==> src/rtl/data_cache.sv <==
// L1 data cache: 2-way set-associative, 2-word blocks, write-back/write-allocate, LRU.
// Misses and halt-time flushes move whole blocks word-serially over the memory port.
module data_cache #(
    parameter int unsigned SETS  = 8,
    parameter int unsigned WAYS  = 2,
    parameter int unsigned CPUID = 0
) (
    input  logic        CLK,
    input  logic        RST,
    input  logic        halt,
    input  logic        dmemREN,
    input  logic        dmemWEN,
    input  logic [31:0] dmemaddr,
    input  logic [31:0] dmemstore,
    output logic        dhit,
    output logic [31:0] dmemload,
    output logic        flushed,
    input  logic        dwait,
    input  logic [31:0] dload,
    output logic        dREN,
    output logic        dWEN,
    output logic [31:0] daddr,
    output logic [31:0] dstore
);

    localparam int unsigned IDX = $clog2(SETS);
    localparam int unsigned TW  = 29 - IDX;
    localparam int unsigned CPUID_UNUSED = CPUID;

    localparam logic [3:0] IDLE = 4'd0;
    localparam logic [3:0] WB0  = 4'd1;
    localparam logic [3:0] WB1  = 4'd2;
    localparam logic [3:0] LD0  = 4'd3;
    localparam logic [3:0] LD1  = 4'd4;
    localparam logic [3:0] FCHK = 4'd5;
    localparam logic [3:0] FWB0 = 4'd6;
    localparam logic [3:0] FWB1 = 4'd7;
    localparam logic [3:0] DONE = 4'd8;

    logic [3:0]                    state;
    logic [SETS-1:0][WAYS-1:0]     valid;
    logic [SETS-1:0][WAYS-1:0]     dirty;
    logic [SETS-1:0]               lru;
    logic [TW-1:0]                 tags     [SETS][WAYS];
    logic [31:0]                   blk_data [SETS][WAYS][2];

    logic [TW-1:0]  miss_tag;
    logic [IDX-1:0] miss_idx;
    logic           victim;
    logic [IDX:0]   fptr;

    logic [TW-1:0]  req_tag;
    logic [IDX-1:0] req_idx;
    logic           req_off;
    logic [1:0]     byte_unused;
    logic           req, hit0, hit1, hit, hit_way;
    logic           vict, vict_dirty;
    logic [IDX-1:0] fset, wb_set;
    logic           fway, wb_way, wb_word, ld_word, wb_flush, flast;

    assign req_tag     = dmemaddr[31:3+IDX];
    assign req_idx     = dmemaddr[2+IDX:3];
    assign req_off     = dmemaddr[2];
    assign byte_unused = dmemaddr[1:0];
    assign req         = dmemREN | dmemWEN;

    assign hit0    = valid[req_idx][0] && (tags[req_idx][0] == req_tag);
    assign hit1    = valid[req_idx][1] && (tags[req_idx][1] == req_tag);
    assign hit     = hit0 | hit1;
    assign hit_way = hit1;

    // Invalid ways fill first (way 0 before way 1); only a full set consults LRU.
    assign vict       = !valid[req_idx][0] ? 1'b0 : (!valid[req_idx][1] ? 1'b1 : lru[req_idx]);
    assign vict_dirty = valid[req_idx][vict] && dirty[req_idx][vict];

    // The flush pointer walks {set, way} so the scan order is set-major.
    assign fset  = fptr[IDX:1];
    assign fway  = fptr[0];
    assign flast = (fptr == '1);

    assign wb_flush = (state == FWB0) || (state == FWB1);
    assign wb_set   = wb_flush ? fset : miss_idx;
    assign wb_way   = wb_flush ? fway : victim;
    assign wb_word  = (state == WB1) || (state == FWB1);
    assign ld_word  = (state == LD1);

    assign dhit     = (state == IDLE) && !halt && req && hit;
    assign dmemload = dhit ? blk_data[req_idx][hit_way][req_off] : '0;
    assign flushed  = (state == DONE);

    always_comb begin
        dREN   = 1'b0;
        dWEN   = 1'b0;
        daddr  = '0;
        dstore = '0;
        case (state)
            WB0, WB1, FWB0, FWB1: begin
                dWEN   = 1'b1;
                daddr  = {tags[wb_set][wb_way], wb_set, wb_word, 2'b00};
                dstore = blk_data[wb_set][wb_way][wb_word];
            end
            LD0, LD1: begin
                dREN  = 1'b1;
                daddr = {miss_tag, miss_idx, ld_word, 2'b00};
            end
            default: ;
        endcase
    end

    always_ff @(posedge CLK) begin
        if (RST) begin
            state    <= IDLE;
            valid    <= '0;
            dirty    <= '0;
            lru      <= '0;
            miss_tag <= '0;
            miss_idx <= '0;
            victim   <= 1'b0;
            fptr     <= '0;
        end else begin
            case (state)
                IDLE: begin
                    if (halt) begin
                        fptr  <= '0;
                        state <= FCHK;
                    end else if (req && hit) begin
                        lru[req_idx] <= ~hit_way;
                        if (dmemWEN) begin
                            blk_data[req_idx][hit_way][req_off] <= dmemstore;
                            dirty[req_idx][hit_way]             <= 1'b1;
                        end
                    end else if (req) begin
                        miss_tag <= req_tag;
                        miss_idx <= req_idx;
                        victim   <= vict;
                        state    <= vict_dirty ? WB0 : LD0;
                    end
                end
                WB0: if (!dwait) state <= WB1;
                WB1: if (!dwait) state <= LD0;
                LD0: if (!dwait) begin
                    blk_data[miss_idx][victim][0] <= dload;
                    state <= LD1;
                end
                LD1: if (!dwait) begin
                    blk_data[miss_idx][victim][1] <= dload;
                    tags[miss_idx][victim]        <= miss_tag;
                    valid[miss_idx][victim]       <= 1'b1;
                    dirty[miss_idx][victim]       <= 1'b0;
                    state <= IDLE;
                end
                FCHK: begin
                    if (valid[fset][fway] && dirty[fset][fway]) state <= FWB0;
                    else if (flast)                              state <= DONE;
                    else                                         fptr  <= fptr + (IDX+1)'(1);
                end
                FWB0: if (!dwait) state <= FWB1;
                FWB1: if (!dwait) begin
                    dirty[fset][fway] <= 1'b0;
                    if (flast) state <= DONE;
                    else begin
                        fptr  <= fptr + (IDX+1)'(1);
                        state <= FCHK;
                    end
                end
                DONE:    state <= DONE;
                default: state <= IDLE;
            endcase
        end
    end

endmodule

==> config.mk <==
export PLATFORM = sky130hd
export DESIGN_NAME = data_cache
export DESIGN_NICKNAME = d
export VERILOG_FILES = /design/src/rtl/data_cache.sv
export SDC_FILE = /design/constraint.sdc
export NUM_CORES = 2
export LEC_CHECK = 0
export BUFFER_PORTS_ARGS = -buffer_cell sky130_fd_sc_hd__buf_2
export CORE_ASPECT_RATIO = 2
export CORE_MARGIN = 4
export CORE_UTILIZATION = 52
export DETAILED_ROUTE_END_ITERATION = 8
export GPL_ROUTABILITY_DRIVEN = 0
export PLACE_DENSITY_LB_ADDON = 0.05
export SYNTH_ARGS = -nofsm -noshare
export SYNTH_HDL_FRONTEND = slang
export SYNTH_SLANG_ARGS = --single-unit
export TNS_END_PERCENT = 10
==> constraint.sdc <==
create_clock -name CLK -period 6 [get_ports CLK]
set_input_delay 1.2 -clock CLK [delete_from_list [all_inputs] [get_ports CLK]]
set_output_delay 1.2 -clock CLK [all_outputs]
set_load 0.005 [all_outputs]
==> metrics.yaml <==
hold_viol_final: 0
whs_path_depth: 1
startpoint_type: "input pin"
grtUsageTotal_pct: 37.3
setup_viol: 0
routed_via_density: 7.14
grt_overflow: 0
filler_cell_count: 10500
die_w_um: 271
area_growth_pct: 16.3
first_iter_violations: 6584
grt_max_degree: 95
seq_area_frac_synth_pct: 62.3
min_path_type: "reg2reg"
synth_top_area_share_pct: 60.1
r2r_setup_slack_ns: 1.62
dpl.hpwl_um: 170000
worst-setup-path-type: "in2out"
netlist_area_um2: 71900
cts_buffers: 145
drc: 0
io_pins: 202
clk_latency_ns: 0.79
first_pass_iters: 8
synth_ff_type: "edfxtp_1"
met1_usage_pct: 42.5
ys_warn_count: 0
yosys.area.top_type: "edfxtp_1"
finalNetCount: 5299
ir_worst_vdd_v: 0.000246
use_met3_pct: 6.23
sw_frac_of_total_pct: 27.8
final_cells: 7148
rr_startpoint: "tags[7][37]"
core_area_um2: 137000
clkSinkCount: 1518
whs_ns: 0.485
skew_ns: 0.0381
powerDensity_nw_per_um2: 313
pwr-share-seq_pct: 46.2
outcome: "finished clean"
worst_ep_arrival_time_ns: 4.79
r2r_end: "blk_data[3][72]"
synth_edf_count: 1440
synth.distinct_cells: 85
async_flop_share_pct: 0
drt_wl_total_um: 275000
placedCellCount: 6872
cts_tree: "built"
clockPowerShare_pct: 35.5
ys_ff_latch: 1518
antenna_found_initial: 4
cp_max_fo: 19
rsz0062_at_grt: "true"
clock_tree.buffer_depth: 4
h-tree-depth: 4
syn_area_per_cell_um2: 14.9
start_util_pct: 52.4
vias: 51000
ant_nets: 0
drive_above_1_share_pct: 30.5
grt_pass1_vias: 52000
max_freq_mhz: 167
post-route-min-period_ns: 5.99
row_count: 192
grt_pass1_wl_um: 383000
clkTransAtPathRegs_ns: 0.06
fin_crit_sh_pct: 99.9
p_leak_nw: 28.5
r2r_cells: 13
max-slew-margin-rel_pct: 14.3
drv_slew: 0
ys_top_cells_by_area: "edfxtp_1 60%, mux4_2 13%, mux2_2 3.5%"
cp.required_ns: 4.80
synthCells: 4824
whs_endpoint: "valid[3]"
critPathCaptureType: "primary output"
p_int_mw: 18.9
max_slew.worst_pin.slew_ns: 1.28
hold_start: "valid[3]"
route.detailed.wl_per_inst_um: 38.4
grt_busiest_layer: "met2"
p_sw_mw: 7.26
clockRootBuffer: "clkbuf_16"
critPathLaunch: "dmemaddr[3]"
port_buffers: 197
pwr-share-comb_pct: 18.3
dieArea_um2: 145000
die_h_um: 534
drv_cap: 0
use_met2_pct: 63.7
## worst max-delay path, cell delays in order
cell       delay (ns)
clkbuf_16        0.16
buf_16           0.16
or2_2            0.32
buf_6            0.23
o22ai_2          0.23
nor3_1           0.07
nor4b_1          0.32
buf_4            0.23
o2111ai_1        0.19
nor4_4           0.38
buf_4            0.19
a21o_4           0.14
nand2_8          0.12
buf_12           0.22
a311oi_4         0.32
buf_6            0.17
buf_6            0.09
## worst max-delay path by stage
stage / endpoint / slack (ns)
after CTS: dmemload[5] / -0.02
after floorplan: blk_data[0][32] / 0.07
final: dmemload[2] / 0.006
after global routing: dmemload[2] / -0.04
after detailed placement: dmemload[31] / -0.65
after global placement: dmemload[31] / -0.68
## cell usage in the layout, fill, tap and decap left out, drive strengths merged, types with 61 or more instances in the layout
master	instances
edfxtp	1440
buf	609
mux4	433
nand2	431
o22ai	274
nand3	261
nor2	241
mux2	225
clkbuf	187
mux2i	174
a21oi	160
nor3	84
o21ai	80
dfxtp	78
o221ai	68
a211oi	61
## synthesized netlist by cell type, types with 30 or more instances
library cell  number
clkbuf_1         253
o21ai_0           77
nand3_1          261
inv_1             30
buf_1             58
nor2_1           241
edfxtp_1        1440
nand2_1          430
o22ai_1          274
dfxtp_1           78
buf_2             63
nor3_1            84
a31oi_1           31
mux2_2           225
a211oi_1          61
mux2i_1          174
mux4_2           427
o221ai_1          68
a21oi_1          160
## final cells by class
cell class | instances | area, um^2 | share of cell area (%)
flip-flops and latches | 1518 | 44800 | 53.6
multi-input cells | 2884 | 26300 | 31.4
repair buffers | 613 | 5520 | 6.60
clock buffers | 184 | 3950 | 4.73
well taps | 1843 | 2310 | 2.76
clock inverters | 65 | 648 | 0.775
inverters | 34 | 130 | 0.156
diodes | 7 | 17.5 | 0.0209
## timing repair
item                                    CTS  global route
gates resized for setup                  65            36
hold buffers                              0             0
pin swaps                                 4             3
endpoints found under the setup margin   32            34
buffers inserted                          2            12
gates cloned                              3             3
## per-layer routing
metal,wire length [um],vias up
met5,12,-
met1,87200,26100
met2,136000,3502
met4,25300,2
met3,25500,1096
li1,-,20300
## stage by stage
stage	total power, mW	worst slack, ns	area, um^2	util, %	setup TNS (ns)
finish	26.1	0.00643	83700	61.0	0
global route	26.8	-0.0391	83600	61.0	-0.0654
CTS	26.1	-0.0240	83300	60.7	-0.0475
detailed placement	16.9	-0.650	78300	57.1	-7.63
global placement	16.9	-0.679	78300	57.1	-8.81
floorplan	14.9	0.0667	71900	-	0
## power groups by stage
| stage | Clock, mW | Sequential [mW] | Combinational, mW |
|---|---|---|---|
| 6_report | 9.28 | 12.1 | 4.78 |
| 5_1_grt | 9.70 | 12.1 | 4.98 |
| 4_1_cts | 9.32 | 12.1 | 4.69 |
| 3_5_place_dp | 0 | 12.3 | 4.64 |
| 3_3_place_gp | 0 | 12.3 | 4.62 |
| 2_1_floorplan | 0 | 12.2 | 2.67 |
## logic make-up (layout without fill, tap and decap cells)
group	Yosys count	count (layout)	share of synthesized area, %
AND/OR/NAND/NOR	1158	1158	7.25
multiplexers	832	832	19.5
other	1	9	0.00521
buffers and inverters	423	896	2.43
adder cells (fa/ha/maj)	1	1	0.0174
XOR/XNOR	32	32	0.390
AO/OA/AOI/OAI	859	859	8.10
flip-flops	1518	1518	62.3
## flip-flops by register name, summed over array words and instances, names as in the netlist
signal / flops
blk_data: 1024
fptr: 4
dirty: 16
valid: 16
state: 4
lru: 8
victim: 1
miss_tag: 26
tags: 416
miss_idx: 3
Power figures use the tool's default switching activity.
